--- src/rtl/g2b_rr_scheduler.sv ---
// Round-robin shared gray-to-binary converter: NREQ requesters, one registered result slot.
// Latency 1 cycle from accept to out_valid; no grants while the slot is full and out_ready=0.
module g2b_rr_scheduler #(
  parameter  int WIDTH = 4,
  parameter  int NREQ  = 4,
  parameter  int CNTW  = 16,
  localparam int IDW   = $clog2(NREQ)
) (
  input  logic                    clk,
  input  logic                    rst_n,
  input  logic [NREQ-1:0]         req_valid,
  input  logic [NREQ*WIDTH-1:0]   req_gray,
  output logic [NREQ-1:0]         req_ready,
  output logic                    out_valid,
  output logic [WIDTH-1:0]        out_binary,
  output logic [IDW-1:0]          out_id,
  input  logic                    out_ready,
  output logic [CNTW-1:0]         conv_count,
  output logic                    busy
);

  typedef enum logic {EMPTY = 1'b0, FULL = 1'b1} state_e;

  state_e            state_q, state_d;
  logic [WIDTH-1:0]  out_binary_q;
  logic [IDW-1:0]    out_id_q;
  logic [IDW-1:0]    last_grant_q;
  logic [CNTW-1:0]   conv_count_q;

  logic              slot_free;
  logic              grant_found;
  logic [IDW-1:0]    grant_idx;
  logic [IDW-1:0]    cand;
  logic [WIDTH-1:0]  sel_gray;
  logic              accept;
  logic              drain;

  function automatic logic [WIDTH-1:0] gray2bin(input logic [WIDTH-1:0] g);
    logic [WIDTH-1:0] b;
    b[WIDTH-1] = g[WIDTH-1];
    for (int k = WIDTH - 2; k >= 0; k--) begin
      b[k] = b[k+1] ^ g[k];
    end
    return b;
  endfunction

  // Search starts one past the last winner so the previous winner has lowest priority.
  always_comb begin
    grant_found = 1'b0;
    grant_idx   = '0;
    cand        = '0;
    for (int k = 1; k <= NREQ; k++) begin
      cand = IDW'((int'(last_grant_q) + k) % NREQ);
      if (!grant_found && req_valid[cand]) begin
        grant_found = 1'b1;
        grant_idx   = cand;
      end
    end
  end

  always_comb begin
    sel_gray = '0;
    for (int i = 0; i < NREQ; i++) begin
      if (grant_idx == IDW'(i)) sel_gray = req_gray[i*WIDTH +: WIDTH];
    end
  end

  assign drain     = out_valid && out_ready;
  assign slot_free = (state_q == EMPTY) || drain;

  always_comb begin
    req_ready = '0;
    if (rst_n && grant_found && slot_free) req_ready[grant_idx] = 1'b1;
  end

  assign accept = |(req_valid & req_ready);

  always_ff @(posedge clk) begin
    if (!rst_n) state_q <= EMPTY;
    else        state_q <= state_d;
  end

  always_comb begin
    state_d = state_q;
    case (state_q)
      EMPTY:   if (accept) state_d = FULL;
      FULL:    if (accept) state_d = FULL;
               else if (out_ready) state_d = EMPTY;
      default: state_d = EMPTY;
    endcase
  end

  always_comb begin
    out_valid = (state_q == FULL);
  end

  always_ff @(posedge clk) begin
    if (!rst_n) begin
      out_binary_q <= '0;
      out_id_q     <= '0;
      last_grant_q <= IDW'(NREQ - 1);
      conv_count_q <= '0;
    end else begin
      if (accept) begin
        out_binary_q <= gray2bin(sel_gray);
        out_id_q     <= grant_idx;
        last_grant_q <= grant_idx;
      end
      if (drain) conv_count_q <= conv_count_q + CNTW'(1);
    end
  end

  assign out_binary = out_binary_q;
  assign out_id     = out_id_q;
  assign conv_count = conv_count_q;
  assign busy       = out_valid || (|req_valid);

endmodule
--- config.mk ---
export PLATFORM = sky130hd
export DESIGN_NAME = g2b_rr_scheduler
export DESIGN_NICKNAME = d
export VERILOG_FILES = /design/src/rtl/g2b_rr_scheduler.sv
export SDC_FILE = /design/constraint.sdc
export NUM_CORES = 1
export LEC_CHECK = 0
export BUFFER_PORTS_ARGS = -buffer_cell sky130_fd_sc_hd__buf_2
export CAP_MARGIN = 15
export CORE_UTILIZATION = 52
export DETAILED_ROUTE_END_ITERATION = 10
export PLACE_DENSITY_LB_ADDON = 0.15
export REMOVE_ABC_BUFFERS = 1
export SLEW_MARGIN = 20
export SYNTH_ARGS = -nofsm -noshare
export SYNTH_HDL_FRONTEND = slang
export SYNTH_SLANG_ARGS = --single-unit
--- constraint.sdc ---
create_clock -name clk -period 4.5 [get_ports clk]
set_input_delay 0 -clock clk [delete_from_list [all_inputs] [get_ports clk]]
set_output_delay 0 -clock clk [all_outputs]
set_load 0.1 [all_outputs]
==> results.ini <==
[worst_setup_path]
start_kind=register
crit_path_max_incr_delay_ns=0.50
worstPathCellList=nand2_1 > a31oi_1 > o211ai_2 > mux2i_1 > mux2_2 > xnor3_1 > xor2_1 > a31oi_1
end_kind=register
crit_type=reg -> reg
reg2reg_from=last_grant_q[1]
cp_max_fo=13
crit_top_cell=a31oi_1
startpoint=last_grant_q[1]
critical_path.top_delay_family=compound AO/OA/AOI/OAI gates
path_buf_inv=0
required_ns=4.75
slowest_stage=dfxtp_1
worst-r2r-setup-slack_ns=2.06
critical_path_arrival_ns=2.70

[yosys]
synth-edff-count=0
ys_warn_count=0
ys_seq_elements=25
synth_ff_type=dfxtp_1
syn_avg_cell_area_sq_um=9.127
synth_top_area_cell=dfxtp_1
synth_top_area_share_pct=37.56
synth.area.top_cells=dfxtp_1 38%, xnor2_1 9.2%, and2_1 8.9%
ys_seq_area_share_pct=37.56
ys_async_sr_fraction_pct=0
syn_area_sq_um=1333
syn_inst=146
synth_cell_types=33

[timing]
max_freq_mhz=409.1
final-setup-viol-count=0
slew_violations=0
hold_viol=0
tns_ns=0
period_minus_slack_ns=2.444
min_period_over_period_pct=54.32
slew_headroom_pct=56.64
fin_skew_ns=0.006417
worst_pin_slew_ns=0.6485
grt_setup_unrepaired=false

[clock_tree]
cts_resized=0
cts_hold_buf=0
cts_made_buffers=3
clk_latency_ns=0.32
h-tree-depth=1
tritoncts=yes
cts_buffer_depth=2
root_buffer=clkbuf_4
clk_pin_slew_ns=0.13
post-cts-setup-buffers=0
cts_num_sinks=25

[route]
drt-initial-drc-count=16
via_per_inst=5.380
wl_per_cell_um=12.57
drc=0
first_pass_iters=4
ant_nets=0
wl_mm=2.778
via_count=1189

[power_and_ir_drop]
total_power_uw=544.2
ir_drop_mv=0.2961
p_per_area_nw_per_um2=339.5
leakagePower_nw=0.7996

[floorplan]
die_area_sq_um=2769
num_rows=17
num_io_pins=51
fp.coreArea_sq_um=2318
die_x_um=52.62
die_h_um=52.62
initial_core_util_pct=57.47

[final_layout]
diodes=0
final_core_util_pct=69.13
area_delta_synth_final_pct=20.28
drive_gt1_share_pct=31.09
nNetsFinal=218

[grt]
grt_usage_pct=22.15
antenna_found_initial=0
overflow=0
grt_max_degree=28
grt_pass1_wl_mm=4.505
grt_pass1_vias=1063

[worst_hold_path]
hp-start=out_ready
hp-class=in -> reg

[run_status]
outcome=complete, no violations

[flow_run]
drv_cap=0

[place]
finalWeightedCongestion=0.7147
dp_hpwl_mm=2.083
io_buffers=50

==> report_power, final <==
group          internal [mW]  leakage (nW)  switching (mW)
clock                 0.0347        0.0150          0.0645
sequential             0.234         0.204         0.00921
combinational         0.0580         0.581           0.144
total                  0.326         0.800           0.218
==> layer usage <==
layer	global-route usage [%]	routed length, um	vias to the layer above
met5	0	0	-
met4	7.456	68	0
met3	6.957	164	8
met2	37.97	1384	51
met1	25.70	1161	541
li1	-	-	589
==> Yosys cell counts, drive strengths merged (2+ instances only) <==
master and instances:
clkbuf 5, a31oi 2, nor2 5, and4 2, nand2b 3, o211ai 2
xor2 3, o21ai 7, buf 2, mux2 3, and3 4, nor2b 2
nand2 15, nor3b 2, dfxtp 25, mux2i 10, a21boi 2, and2 19
nand3 7, xnor2 14, inv 2
==> logic make-up after synthesis <==
family | after synthesis | share of synthesized area (%)
compound gates | 16 | 8.262
flops | 25 | 37.56
simple gates | 64 | 26.38
buf+inv | 9 | 3.662
xor+xnor | 18 | 12.86
fa+ha+maj | 1 | 0.9388
mux | 13 | 10.33
==> state kept, by name, summed over array words and instances, names as in the netlist <==
register	flops
out_valid	1
conv_count	16
out_id	2
last_grant_q	2
out_binary	4
==> placed cells by master, fill, tap and decap left out, drive strengths merged <==
cell    netlist  routed
xor2          3       3
and3b         1       1
nand4         1       1
nand2        15      15
a21oi         1       1
clkbuf        5       4
mux2          3       3
dfxtp        25      25
and2         19      19
nor3b         2       2
or2           1       1
nand2b        3       3
o221ai        1       1
buf           2      50
o211ai        2       2
a21o          1       1
xnor2        14      14
mux2i        10      10
inv           2       2
a31oi         2       2
nor2b         2       2
and4          2       2
nor4          1       1
nand3         7       7
xnor3         1       1
o21ai         7       7
and3          4       4
nor2          5       5
ha            1       1
a21boi        2       2
nor3          1       1
==> path summary, 6_finish.rpt <==
kind                         to  cells after the start
setup / recovery  out_binary[0]                      8
hold reg to reg       out_id[1]                      2
setup reg to reg  out_binary[0]                      8
hold / removal        out_valid                      3
==> through the flow <==
step           hold WS (ns)  cells  cell area [sq um]  setup WS, ns
4_1_cts             0.01531    221               1603         2.063
3_5_place_dp         0.3545    217               1577         2.090
6_report           0.005530    221               1603         2.056
3_3_place_gp         0.3387    217               1577         2.225
5_1_grt            0.009284    221               1603         1.868
2_1_floorplan       0.07183    139               1291        0.9242
==> tightest hold or removal path, cell delays in order <==
cell and delay [ns]:
buf_2 0.08, nand2b_1 0.12, a21boi_0 0.09
==> layout make-up <==
class	count	area [sq um]
Multi-Input combinational cell	112	783.3
Fill cell	192	715.7
Sequential cell	25	500.5
Timing Repair Buffer	50	250.2
Tap cell	28	35.03
Clock buffer	4	26.28
Inverter	2	7.507
(Power assumes the default switching activity.)
